[config.mk]
export PLATFORM = sky130hd
export DESIGN_NAME = slope_adc_ctrl_flat
export DESIGN_NICKNAME = d
export VERILOG_FILES = /design/src/rtl/slope_adc_ctrl_if.sv /design/src/rtl/slope_adc_ctrl.sv /design/src/flat_wrapper.sv
export SDC_FILE = /design/constraint.sdc
export NUM_CORES = 1
export LEC_CHECK = 0
export BUFFER_PORTS_ARGS = -buffer_cell sky130_fd_sc_hd__buf_2
export CAP_MARGIN = 20
export CORE_ASPECT_RATIO = 2
export CORE_UTILIZATION = 51
export DETAILED_ROUTE_END_ITERATION = 8
export GPL_TIMING_DRIVEN = 0
export PLACE_DENSITY = 0.75
export RECOVER_POWER = 100
export SKIP_LAST_GASP = 1
export SLEW_MARGIN = 15
export SYNTH_ARGS = -nofsm -noshare
export SYNTH_HDL_FRONTEND = slang
export SYNTH_SLANG_ARGS = --single-unit
[constraint.sdc]
create_clock -name clk -period 2 [get_ports clk]
set_input_delay 0.1 -clock clk [delete_from_list [all_inputs] [get_ports clk]]
set_output_delay 0.1 -clock clk [all_outputs]
set_load 0.005 [all_outputs]
[src/rtl/slope_adc_ctrl_if.sv]
// Handshake and data bundle between the slope-ADC controller and its user/analog front end.
interface slope_adc_ctrl_if #(
    parameter int unsigned WIDTH = 9,
    parameter int unsigned NCH   = 4
);
    localparam int unsigned CHW = (NCH > 1) ? $clog2(NCH) : 1;

    logic             start;
    logic             cont_en;
    logic             comp;
    logic             cap_rst;
    logic [CHW-1:0]   ch_sel;
    logic [WIDTH-1:0] data;
    logic [CHW-1:0]   data_ch;
    logic             data_valid;
    logic             ovf;
    logic             busy;
    logic             sweep_done;

    // Environment side: issues requests, supplies the comparator, consumes results.
    modport master (
        output start, cont_en, comp,
        input  cap_rst, ch_sel, data, data_ch, data_valid, ovf, busy, sweep_done
    );

    // Controller side.
    modport slave (
        input  start, cont_en, comp,
        output cap_rst, ch_sel, data, data_ch, data_valid, ovf, busy, sweep_done
    );
endinterface

[src/rtl/slope_adc_ctrl.sv]
// Single-slope ADC sequencer: discharges the ramp capacitor, counts until the
// comparator trips (or the counter saturates), then holds and steps the mux.
module slope_adc_ctrl #(
    parameter int unsigned WIDTH   = 9,
    parameter int unsigned NCH     = 4,
    parameter int unsigned T_DISCH = 16,
    parameter int unsigned T_HOLD  = 11
) (
    input  logic              clk,
    input  logic              rst,
    slope_adc_ctrl_if.slave   bus
);
    localparam int unsigned CHW  = (NCH > 1) ? $clog2(NCH) : 1;
    localparam int unsigned TMAX = (T_DISCH > T_HOLD) ? T_DISCH : T_HOLD;
    localparam int unsigned DW   = $clog2(TMAX + 1);

    localparam logic [WIDTH-1:0] CNT_MAX  = {WIDTH{1'b1}};
    localparam logic [CHW-1:0]   CH_LAST  = CHW'(NCH - 1);
    localparam logic [DW-1:0]    DISCH_LAST = DW'(T_DISCH - 1);
    localparam logic [DW-1:0]    HOLD_LAST  = DW'(T_HOLD - 1);

    typedef enum logic [1:0] {
        S_IDLE  = 2'd0,
        S_DISCH = 2'd1,
        S_COUNT = 2'd2,
        S_HOLD  = 2'd3
    } state_t;

    state_t           state_q;
    logic             comp_meta_q;
    logic             comp_s_q;
    logic [WIDTH-1:0] cnt_q;
    logic [WIDTH-1:0] cnt_d;
    logic [DW-1:0]    dly_q;
    logic [DW-1:0]    dly_d;
    logic             cap_rst_q;
    logic [CHW-1:0]   ch_sel_q;
    logic [WIDTH-1:0] data_q;
    logic [CHW-1:0]   data_ch_q;
    logic             data_valid_q;
    logic             ovf_q;
    logic             busy_q;
    logic             sweep_done_q;

    assign cnt_d = cnt_q + WIDTH'(1);
    assign dly_d = dly_q + DW'(1);

    // Two-flop synchroniser for the asynchronous comparator output.
    always_ff @(posedge clk or posedge rst) begin
        if (rst) begin
            comp_meta_q <= 1'b0;
            comp_s_q    <= 1'b0;
        end else begin
            comp_meta_q <= bus.comp;
            comp_s_q    <= comp_meta_q;
        end
    end

    // Conversion sequencer with registered outputs; strobes default low each cycle.
    always_ff @(posedge clk or posedge rst) begin
        if (rst) begin
            state_q      <= S_IDLE;
            cnt_q        <= '0;
            dly_q        <= '0;
            cap_rst_q    <= 1'b1;
            ch_sel_q     <= '0;
            data_q       <= '0;
            data_ch_q    <= '0;
            data_valid_q <= 1'b0;
            ovf_q        <= 1'b0;
            busy_q       <= 1'b0;
            sweep_done_q <= 1'b0;
        end else begin
            data_valid_q <= 1'b0;
            sweep_done_q <= 1'b0;
            case (state_q)
                S_IDLE: begin
                    cap_rst_q <= 1'b1;
                    busy_q    <= 1'b0;
                    if (bus.start || bus.cont_en) begin
                        state_q  <= S_DISCH;
                        ch_sel_q <= '0;
                        dly_q    <= '0;
                        busy_q   <= 1'b1;
                    end
                end
                S_DISCH: begin
                    cap_rst_q <= 1'b1;
                    busy_q    <= 1'b1;
                    if (dly_q == DISCH_LAST) begin
                        state_q   <= S_COUNT;
                        cnt_q     <= '0;
                        dly_q     <= '0;
                        cap_rst_q <= 1'b0;
                    end else begin
                        dly_q <= dly_d;
                    end
                end
                S_COUNT: begin
                    // Comparator trip takes priority over saturation on the same cycle.
                    if (comp_s_q) begin
                        data_q       <= cnt_q;
                        ovf_q        <= 1'b0;
                        data_ch_q    <= ch_sel_q;
                        data_valid_q <= 1'b1;
                        cap_rst_q    <= 1'b1;
                        dly_q        <= '0;
                        state_q      <= S_HOLD;
                    end else if (cnt_q == CNT_MAX) begin
                        data_q       <= CNT_MAX;
                        ovf_q        <= 1'b1;
                        data_ch_q    <= ch_sel_q;
                        data_valid_q <= 1'b1;
                        cap_rst_q    <= 1'b1;
                        dly_q        <= '0;
                        state_q      <= S_HOLD;
                    end else begin
                        cnt_q <= cnt_d;
                    end
                end
                S_HOLD: begin
                    cap_rst_q <= 1'b1;
                    if (dly_q == HOLD_LAST) begin
                        dly_q <= '0;
                        if (ch_sel_q != CH_LAST) begin
                            ch_sel_q <= ch_sel_q + CHW'(1);
                            state_q  <= S_DISCH;
                        end else begin
                            sweep_done_q <= 1'b1;
                            ch_sel_q     <= '0;
                            if (bus.cont_en) begin
                                state_q <= S_DISCH;
                                busy_q  <= 1'b1;
                            end else begin
                                state_q <= S_IDLE;
                                busy_q  <= 1'b0;
                            end
                        end
                    end else begin
                        dly_q <= dly_d;
                    end
                end
                default: begin
                    state_q   <= S_IDLE;
                    cap_rst_q <= 1'b1;
                    busy_q    <= 1'b0;
                    dly_q     <= '0;
                    cnt_q     <= '0;
                end
            endcase
        end
    end

    assign bus.cap_rst    = cap_rst_q;
    assign bus.ch_sel     = ch_sel_q;
    assign bus.data       = data_q;
    assign bus.data_ch    = data_ch_q;
    assign bus.data_valid = data_valid_q;
    assign bus.ovf        = ovf_q;
    assign bus.busy       = busy_q;
    assign bus.sweep_done = sweep_done_q;
endmodule

[src/flat_wrapper.sv]
// flat-port wrapper written by rule: the top's interface ports become plain ports
module slope_adc_ctrl_flat 
#(
    parameter int unsigned WIDTH   = 9,
    parameter int unsigned NCH     = 4,
    parameter int unsigned T_DISCH = 16,
    parameter int unsigned T_HOLD  = 11
)
  (clk, rst, bus_start, bus_cont_en, bus_comp, bus_cap_rst, bus_ch_sel, bus_data, bus_data_ch, bus_data_valid, bus_ovf, bus_busy, bus_sweep_done);
  slope_adc_ctrl_if #(.WIDTH(WIDTH), .NCH(NCH)) bus_i ();
  input  logic clk;
  input  logic rst;
  input wire logic [$bits(bus_i.start)-1:0] bus_start;
  input wire logic [$bits(bus_i.cont_en)-1:0] bus_cont_en;
  input wire logic [$bits(bus_i.comp)-1:0] bus_comp;
  output wire logic [$bits(bus_i.cap_rst)-1:0] bus_cap_rst;
  output wire logic [$bits(bus_i.ch_sel)-1:0] bus_ch_sel;
  output wire logic [$bits(bus_i.data)-1:0] bus_data;
  output wire logic [$bits(bus_i.data_ch)-1:0] bus_data_ch;
  output wire logic [$bits(bus_i.data_valid)-1:0] bus_data_valid;
  output wire logic [$bits(bus_i.ovf)-1:0] bus_ovf;
  output wire logic [$bits(bus_i.busy)-1:0] bus_busy;
  output wire logic [$bits(bus_i.sweep_done)-1:0] bus_sweep_done;
  assign bus_i.start = bus_start;
  assign bus_i.cont_en = bus_cont_en;
  assign bus_i.comp = bus_comp;
  assign bus_cap_rst = bus_i.cap_rst;
  assign bus_ch_sel = bus_i.ch_sel;
  assign bus_data = bus_i.data;
  assign bus_data_ch = bus_i.data_ch;
  assign bus_data_valid = bus_i.data_valid;
  assign bus_ovf = bus_i.ovf;
  assign bus_busy = bus_i.busy;
  assign bus_sweep_done = bus_i.sweep_done;
  slope_adc_ctrl #(.WIDTH(WIDTH), .NCH(NCH), .T_DISCH(T_DISCH), .T_HOLD(T_HOLD)) u_core (.clk(clk), .rst(rst), .bus(bus_i));
endmodule
==> results by group, run 1 <==
Clock tree
  • Clock net sink count: 36
  • TritonCTS clock tree: done
  • CTS Buf Count: 5
  • Root buffer cell: clkbuf_8
  • Clock Tree Buf Depth: 2
  • Htree depth: 2
  • Clk pin slew, worst setup/hold paths: 0.07 ns
  • Worst-Skew Late Latency: 0.29 ns

Job
  • Max_cap viols: 0

Logic synthesis
  • Syn. warnings: 0
  • Post-synth EDFFs: 0
  • Mapped Avg Cell Area: 11.0 µm²
  • Synth Cell Area: 1790 µm²
  • Post-Syn Instances: 162
  • Async set or reset register ratio after synthesis: 100%
  • Synth Register Bits: 36
  • Syn Nets: 177
  • Netlist cell types: 49
  • Top FF cell, synth: dfrtp_1
  • Sequential area share after synthesis: 50.5%

Floorplan
  • # rows: 30
  • Core area: 3380 µm²
  • Starting Density: 52.9%
  • Die area: 3760 µm²
  • Die width: 43.9 µm
  • IO Count: 23
  • Chip height: 85.7 µm

Detailed routing
  • Vias: 1445
  • Post-route ant nets: 0
  • Detail-routed via count per cell: 6.10
  • DRT iter0 DRCs: 46
  • Drt pass-1 iters: 6
  • DRT Wirelength: 4030 µm
  • Remaining DRCs: 3
  • Per-cell routed wire length: 17.0 µm

Timing
  • Final period util: 97.2%
  • Clk_skew: 0.00518 ns
  • Worst Max-Slew Pin Slew: 1.34 ns
  • Endpoints failing setup: 0
  • Setup WS post-layout: 0.0564 ns
  • Max Freq: 515 MHz
  • RSZ-0062 raised after global routing: true
  • TNS Setup: 0 ns
  • Min Tclk post-route: 1.94 ns
  • Final hold viol count: 0
  • Slew margin rel.: 10.7%
  • Final Max Tran Viols: 0

Placement
  • Placed Cells incl. Taps: 216
  • DP Wirelength: 2780 µm
  • Port Buffers: 22
  • Post-Place Worst Slack: -0.269 ns
  • Final GP Congestion: 0.848

Critical path
  • Reg-to-Reg Start: u_core.dly_q[0]
  • Crit-path cells: inv_1, ha_1, nand4bb_2, a211oi_1, mux2_2
  • Crit path largest cell delay: 0.53 ns
  • Kind of critical path: flip-flop to flip-flop
  • Critical Path AT: 2.11 ns
  • Worst Path Required: 2.17 ns
  • CP Launch Type: flip-flop
  • CP max-delay cell: a211oi_1
  • Reg2reg setup slack: 0.06 ns
  • Max FO, Critical Path: 5
  • Worst R2R Path Depth: 5
  • Worst r2r dst: u_core.bus.ch_sel[0]
  • Crit end category: flip-flop

Finish
  • Most frequent cells in the layout: dfrtp_1, nand2_1, buf_2
  • ANT cells: 0
  • Share of cells above drive strength 1: 29.3%
  • Area growth syn-to-layout: 24.2%
  • Layout Nets: 219
  • Final Non-Filler Cells: 237
  • Util after Layout: 65.7%
  • FILL cells: 279
  • Commonest non-fill, non-tap cell in the layout: dfrtp_1

Global routing
  • Largest net degree at the start of global routing: 37
  • Grt total ovfl: 0
  • First-pass GRT wire length: 6460 µm
  • Initial antenna violation count: 0
  • All-Layer GR Usage: 23.0%
  • Vias in the first global route: 1530

Run status
  • Failing checks: design-rule violations
  • Run status: complete, but fails checks

Pwr
  • Sw Pwr: 1.03 mW
  • Leakage power: 0.999 nW
  • Sequential share of power: 38.8%
  • Clock power frac: 18.9%
  • Comb power frac: 42.3%
  • Power Density: 1260 nW/µm²
  • Switching share of power: 36.7%
  • VDD IR max: 0.000808 V
  • Int Pwr: 1.77 mW
  • Total power: 2.79 mW

Min path
  • Hold Path End: u_core.bus.busy
  • Hold Crit Depth: 4
  • Worst hold path class: input port to flip-flop
  • Worst Hold Launch: bus_cont_en
[flip-flops by register name, indices dropped and copies added, names as in the netlist]
| signal | count |
|---|---|
| u_core.cnt_q | 9 |
| u_core.comp_meta_q | 1 |
| u_core.bus.data | 9 |
| u_core.bus.sweep_done | 1 |
| u_core.bus.data_ch | 2 |
| u_core.bus.ch_sel | 2 |
| u_core.bus.busy | 1 |
| u_core.bus.ovf | 1 |
| u_core.bus.cap_rst | 1 |
| u_core.bus.data_valid | 1 |
| u_core.comp_s_q | 1 |
| u_core.state_q | 2 |
| u_core.dly_q | 5 |
[timing repair]
action / 4_1_cts / 5_1_grt
hold buffers: 2 / 0
setup endpoints to repair: 14 / 19
buffers inserted: 9 / 2
pin swaps: 5 / 6
hold endpoints to repair: 36 / 0
resized for setup: 9 / 13
[cell families after synthesis]
kind of cell,count (synthesis),synth area share [%]
AO/OA/AOI/OAI,48,20.3
AND/OR/NAND/NOR,49,15.5
multiplexers,6,3.64
adder cells (fa/ha/maj),10,7.00
buffers and inverters,13,3.01
flip-flops,36,50.5
[worst max-delay path by stage]
stage | startpoint | to | cells past startpoint
4_1_cts | u_core.cnt_q[1] | u_core.cnt_q[3] | 9
3_5_place_dp | u_core.cnt_q[0] | u_core.cnt_q[3] | 9
3_3_place_gp | u_core.cnt_q[0] | u_core.cnt_q[3] | 9
5_1_grt | u_core.cnt_q[1] | u_core.cnt_q[4] | 10
2_1_floorplan | u_core.cnt_q[0] | u_core.cnt_q[3] | 9
6_report | u_core.dly_q[0] | u_core.bus.ch_sel[0] | 5
[through the flow]
step                      hold slack [ns]  area [µm²]
after CTS                           0.180        2160
after detailed placement            0.210        1940
after floorplan                     0.131        1790
after global placement              0.207        1940
final                               0.202        2220
after global routing                0.261        2220
[area by class of cell]
type | instances | area [µm²] | area share [%]
plain buffers | 6 | 38.8 | 1.75
clock buffers | 7 | 86.3 | 3.89
clock inverters | 1 | 7.51 | 0.338
inverters | 7 | 26.3 | 1.18
multi-input cells | 113 | 915 | 41.2
flip-flops and latches | 36 | 902 | 40.6
well taps | 32 | 40.0 | 1.80
repair buffers | 35 | 204 | 9.19
[power groups by stage]
stage	clock network, mW	logic [mW]	registers, mW
floorplan	0	0.746	1.08
global placement	0	1.01	1.07
detailed placement	0	1.07	1.10
CTS	0.543	1.14	1.08
global route	0.571	1.32	1.11
finish	0.529	1.18	1.08
[critical path, delay by kind of cell, from the launching register on]
kind	cells	cell delay, ns
AOI/OAI and AO/OA	1	0.53
DFF	1	0.41
muxes	1	0.39
and+or+nand+nor	1	0.23
adders and majority gates	1	0.18
buffers and inverters	1	0.10
[synthesized netlist by cell type (all sizes together), types with 2 or more instances]
| cell | count | area, µm² |
|---|---|---|
| a21boi | 3 | 22.5 |
| clkbuf | 3 | 12.5 |
| o22a | 9 | 78.8 |
| nand4 | 2 | 12.5 |
| ha | 10 | 125 |
| dfrtp | 35 | 876 |
| mux2 | 4 | 45.0 |
| mux2i | 2 | 20.0 |
| a22oi | 2 | 28.8 |
| a21o | 2 | 16.3 |
| nor3b | 2 | 26.3 |
| nand2 | 17 | 63.8 |
| nor2 | 7 | 26.3 |
| nand3 | 6 | 30.0 |
| buf | 3 | 15.0 |
| o21ai | 12 | 60.1 |
| a211oi | 2 | 20.0 |
| a21oi | 6 | 30.0 |
| nand2b | 2 | 12.5 |
| or3 | 3 | 18.8 |
| inv | 7 | 26.3 |
| o31ai | 2 | 15.0 |
[per-layer routing]
metal  up-vias  GRT usage, %  part of all wire, %
li1        680             -                    -
met1       705          22.1                   36
met2        42          42.5                   57
met3        18          4.63                  3.0
met4         0          13.5                  3.6
met5         -             0                    0
No activity file was read; power rests on OpenSTA's default activity.
==> run 2, diff against run 1 <==
--- a/config.mk
+++ b/config.mk
@@ -5,14 +5,16 @@
 export SDC_FILE = /design/constraint.sdc
 export NUM_CORES = 1
 export LEC_CHECK = 0
+export ABC_AREA = 1
 export BUFFER_PORTS_ARGS = -buffer_cell sky130_fd_sc_hd__buf_2
 export CAP_MARGIN = 20
 export CORE_ASPECT_RATIO = 2
 export CORE_UTILIZATION = 51
 export DETAILED_ROUTE_END_ITERATION = 8
 export GPL_TIMING_DRIVEN = 0
-export PLACE_DENSITY = 0.75
+export PLACE_DENSITY = 0.74
 export RECOVER_POWER = 100
+export REMOVE_ABC_BUFFERS = 1
 export SKIP_LAST_GASP = 1
 export SLEW_MARGIN = 15
 export SYNTH_ARGS = -nofsm -noshare
==> run 2 against run 1 <==
Effect of this change: the flow now finishes without violations; via count grew 11%; largest cell class is now flip-flops and latches; global-route usage up 0.18 points; critical path type unchanged; total power is 7.7% higher; highest routed layer unchanged; area after synthesis grew 5.3%.
==> results by group, run 2 <==
Global routing
  • Largest net degree at the start of global routing: 37
  • Initial antenna violation count: 0
  • First-pass GRT wire length: 6490 µm
  • All-Layer GR Usage: 23.2%
  • Vias in the first global route: 1497
  • Grt total ovfl: 0

Timing
  • TNS Setup: 0 ns
  • Max Freq: 523 MHz
  • RSZ-0062 raised after global routing: true
  • Slew margin rel.: 11.1%
  • Clk_skew: 0.00885 ns
  • Min Tclk post-route: 1.91 ns
  • Endpoints failing setup: 0
  • Final hold viol count: 0
  • Final Max Tran Viols: 0
  • Worst Max-Slew Pin Slew: 1.33 ns
  • Hold WS: 0.187 ns
  • Final period util: 95.7%

Pwr
  • Switching share of power: 37.4%
  • Sequential share of power: 35.4%
  • Clock power frac: 23.4%
  • Sw Pwr: 1.12 mW
  • Power Density: 1310 nW/µm²
  • Int Pwr: 1.89 mW
  • Leakage power: 1.15 nW
  • VDD IR max: 0.000700 V
  • Comb power frac: 41.1%

Placement
  • DP Wirelength: 2780 µm
  • Post-DP Area: 2010 µm²
  • Port Buffers: 22
  • Final GP Congestion: 0.872

Critical path
  • Worst Path Required: 2.16 ns
  • Reg2reg setup slack: 0.09 ns
  • CP max-delay cell: dfrtp_1
  • Crit-path cells: ha_4, nand3_4, nor4_4, ha_2, inv_2, nand3b_1, o21ai_2, nand2_4, inv_2, nand2_1, o21ai_0
  • CP most frequent cell: inv_2
  • Crit end category: flip-flop
  • Worst r2r dst: u_core.cnt_q[4]
  • Crit path largest cell delay: 0.44 ns
  • Worst R2R Path Depth: 11
  • Max FO, Critical Path: 5
  • CP Launch Type: flip-flop
  • Kind of critical path: flip-flop to flip-flop
  • Reg-to-Reg Start: u_core.cnt_q[1]
  • Critical Path AT: 2.08 ns

Min path
  • Worst Hold Launch: bus_cont_en
  • Hold Crit Depth: 5
  • Worst hold path class: input port to flip-flop
  • Hold Path End: u_core.bus.busy

Clock tree
  • Htree depth: 2
  • Worst-Skew Late Latency: 0.29 ns
  • Root buffer cell: clkbuf_8
  • Clock Tree Buf Depth: 2
  • Clock net sink count: 36
  • TritonCTS clock tree: done
  • CTS Buf Count: 5
  • Clk pin slew, worst setup/hold paths: 0.08 ns

Logic synthesis
  • Cell taking the most area after synthesis: dfrtp_1
  • Netlist cell types: 24
  • Syn. warnings: 0
  • Mapped Avg Cell Area: 8.28 µm²
  • Synth Register Bits: 36
  • Post-Syn Instances: 227
  • Yosys top cell area share: 46.6%
  • Post-synth EDFFs: 0
  • Dominant cell by count in the synthesized netlist: nand2_1
  • Synth cell count leaders: nand2_1, dfrtp_1, inv_1, nand3_1, nor2_1
  • Async set or reset register ratio after synthesis: 100%
  • Synth Cell Area: 1880 µm²
  • Sequential area share after synthesis: 48.0%
  • Largest cells by area after synthesis: dfrtp_1, nand2_1, ha_1, inv_1, nand3_1
  • Top FF cell, synth: dfrtp_1

Detailed routing
  • DRT Wirelength: 4120 µm
  • Remaining DRCs: 0
  • Post-route ant nets: 0
  • Drt pass-1 iters: 6
  • Detail-routed via count per cell: 5.10
  • Vias: 1601
  • Per-cell routed wire length: 13.1 µm
  • DRT iter0 DRCs: 36

Floorplan
  • # rows: 30
  • Starting Density: 54.5%
  • Die width: 44.9 µm
  • Chip height: 87.9 µm
  • IO Count: 23
  • Die area: 3950 µm²
  • Core area: 3450 µm²

Finish
  • Most frequent cells in the layout: nand2_1, dfrtp_1, inv_1
  • Layout Nets: 280
  • Share of cells above drive strength 1: 23.3%
  • Seq. cell area: 903 µm²
  • FILL cells: 304
  • ANT cells: 0
  • Post-route cell area: 2300 µm²
  • Commonest non-fill, non-tap cell in the layout: nand2_1
  • Area growth syn-to-layout: 22.5%
  • Multi-input gate area: 877 µm²

Job
  • Max_cap viols: 0

Run status
  • Run status: completed
[run 2: area by class of cell]
class | instances | share of cell area [%]
tap | 48 | 2.61
clock inverter | 1 | 1.30
sequential | 36 | 39.2
multi-input combinational | 155 | 38.1
timing repair buffer | 36 | 9.45
inverter | 31 | 5.16
clock buffer | 7 | 4.18
[run 2: metrics by stage]
step / util, % / cells / power [mW] / worst slack [ns]
finish: 66.7 / 314 / 3.01 / 0.0870
global route: 66.7 / 314 / 3.22 / -0.0421
CTS: 64.5 / 309 / 2.93 / 0.0263
detailed placement: 58.1 / 292 / 2.10 / -0.328
global placement: 58.1 / 292 / 2.07 / -0.338
floorplan: - / 222 / 1.76 / 0.145
[run 2: cell families after synthesis]
logic type / count (synthesis) / synth area share (%)
buf+inv: 36 / 8.52
fa+ha+maj: 10 / 6.65
flops: 36 / 48.0
simple gates: 112 / 26.3
xor+xnor: 1 / 0.466
compound gates: 32 / 10.0
[run 2: layer usage]
metal  part of all wire [%]  up-vias  GRT usage, %
met5                      0        -             0
met4                    4.1        0          17.1
met3                    2.5       11          4.33
met2                     57       35          40.6
met1                     37      756          22.9
li1                       -      799             -
[run 2: how the worst max path moves through the flow]
stage / cells after the start / endpoint / slack, ns / from
2_1_floorplan: 11 / u_core.state_q[0] / 0.15 / u_core.cnt_q[0]
3_3_place_gp: 11 / u_core.state_q[0] / -0.34 / u_core.cnt_q[0]
3_5_place_dp: 11 / u_core.state_q[0] / -0.33 / u_core.cnt_q[0]
4_1_cts: 8 / u_core.bus.data[0] / 0.03 / u_core.state_q[0]
5_1_grt: 11 / u_core.cnt_q[4] / -0.04 / u_core.cnt_q[1]
6_report: 11 / u_core.cnt_q[4] / 0.09 / u_core.cnt_q[1]
[run 2: critical path: cells and delay by family (launching register included)]
| kind | cells | cell delay, ns |
|---|---|---|
| AND/OR/NAND/NOR | 5 | 0.67 |
| flip-flops | 1 | 0.44 |
| adder cells (fa/ha/maj) | 2 | 0.40 |
| AO/OA/AOI/OAI | 2 | 0.19 |
| buffers and inverters | 2 | 0.09 |
[run 2: power groups by stage]
stage	Clock [mW]	Combinational (mW)	Sequential, mW
after global placement	0	1.00	1.06
final	0.705	1.24	1.07
after CTS	0.717	1.15	1.06
after global routing	0.751	1.38	1.09
after detailed placement	0	1.03	1.07
after floorplan	0	0.693	1.07
[run 2: repair_timing]
item | 4_1_cts | 5_1_grt
setup endpoints to repair | 18 | 25
pin swaps | 2 | 7
endpoints found under the hold margin | 36 | 0
hold buffers | 2 | 0
setup buffers | 7 | 5
gates resized for setup | 6 | 14
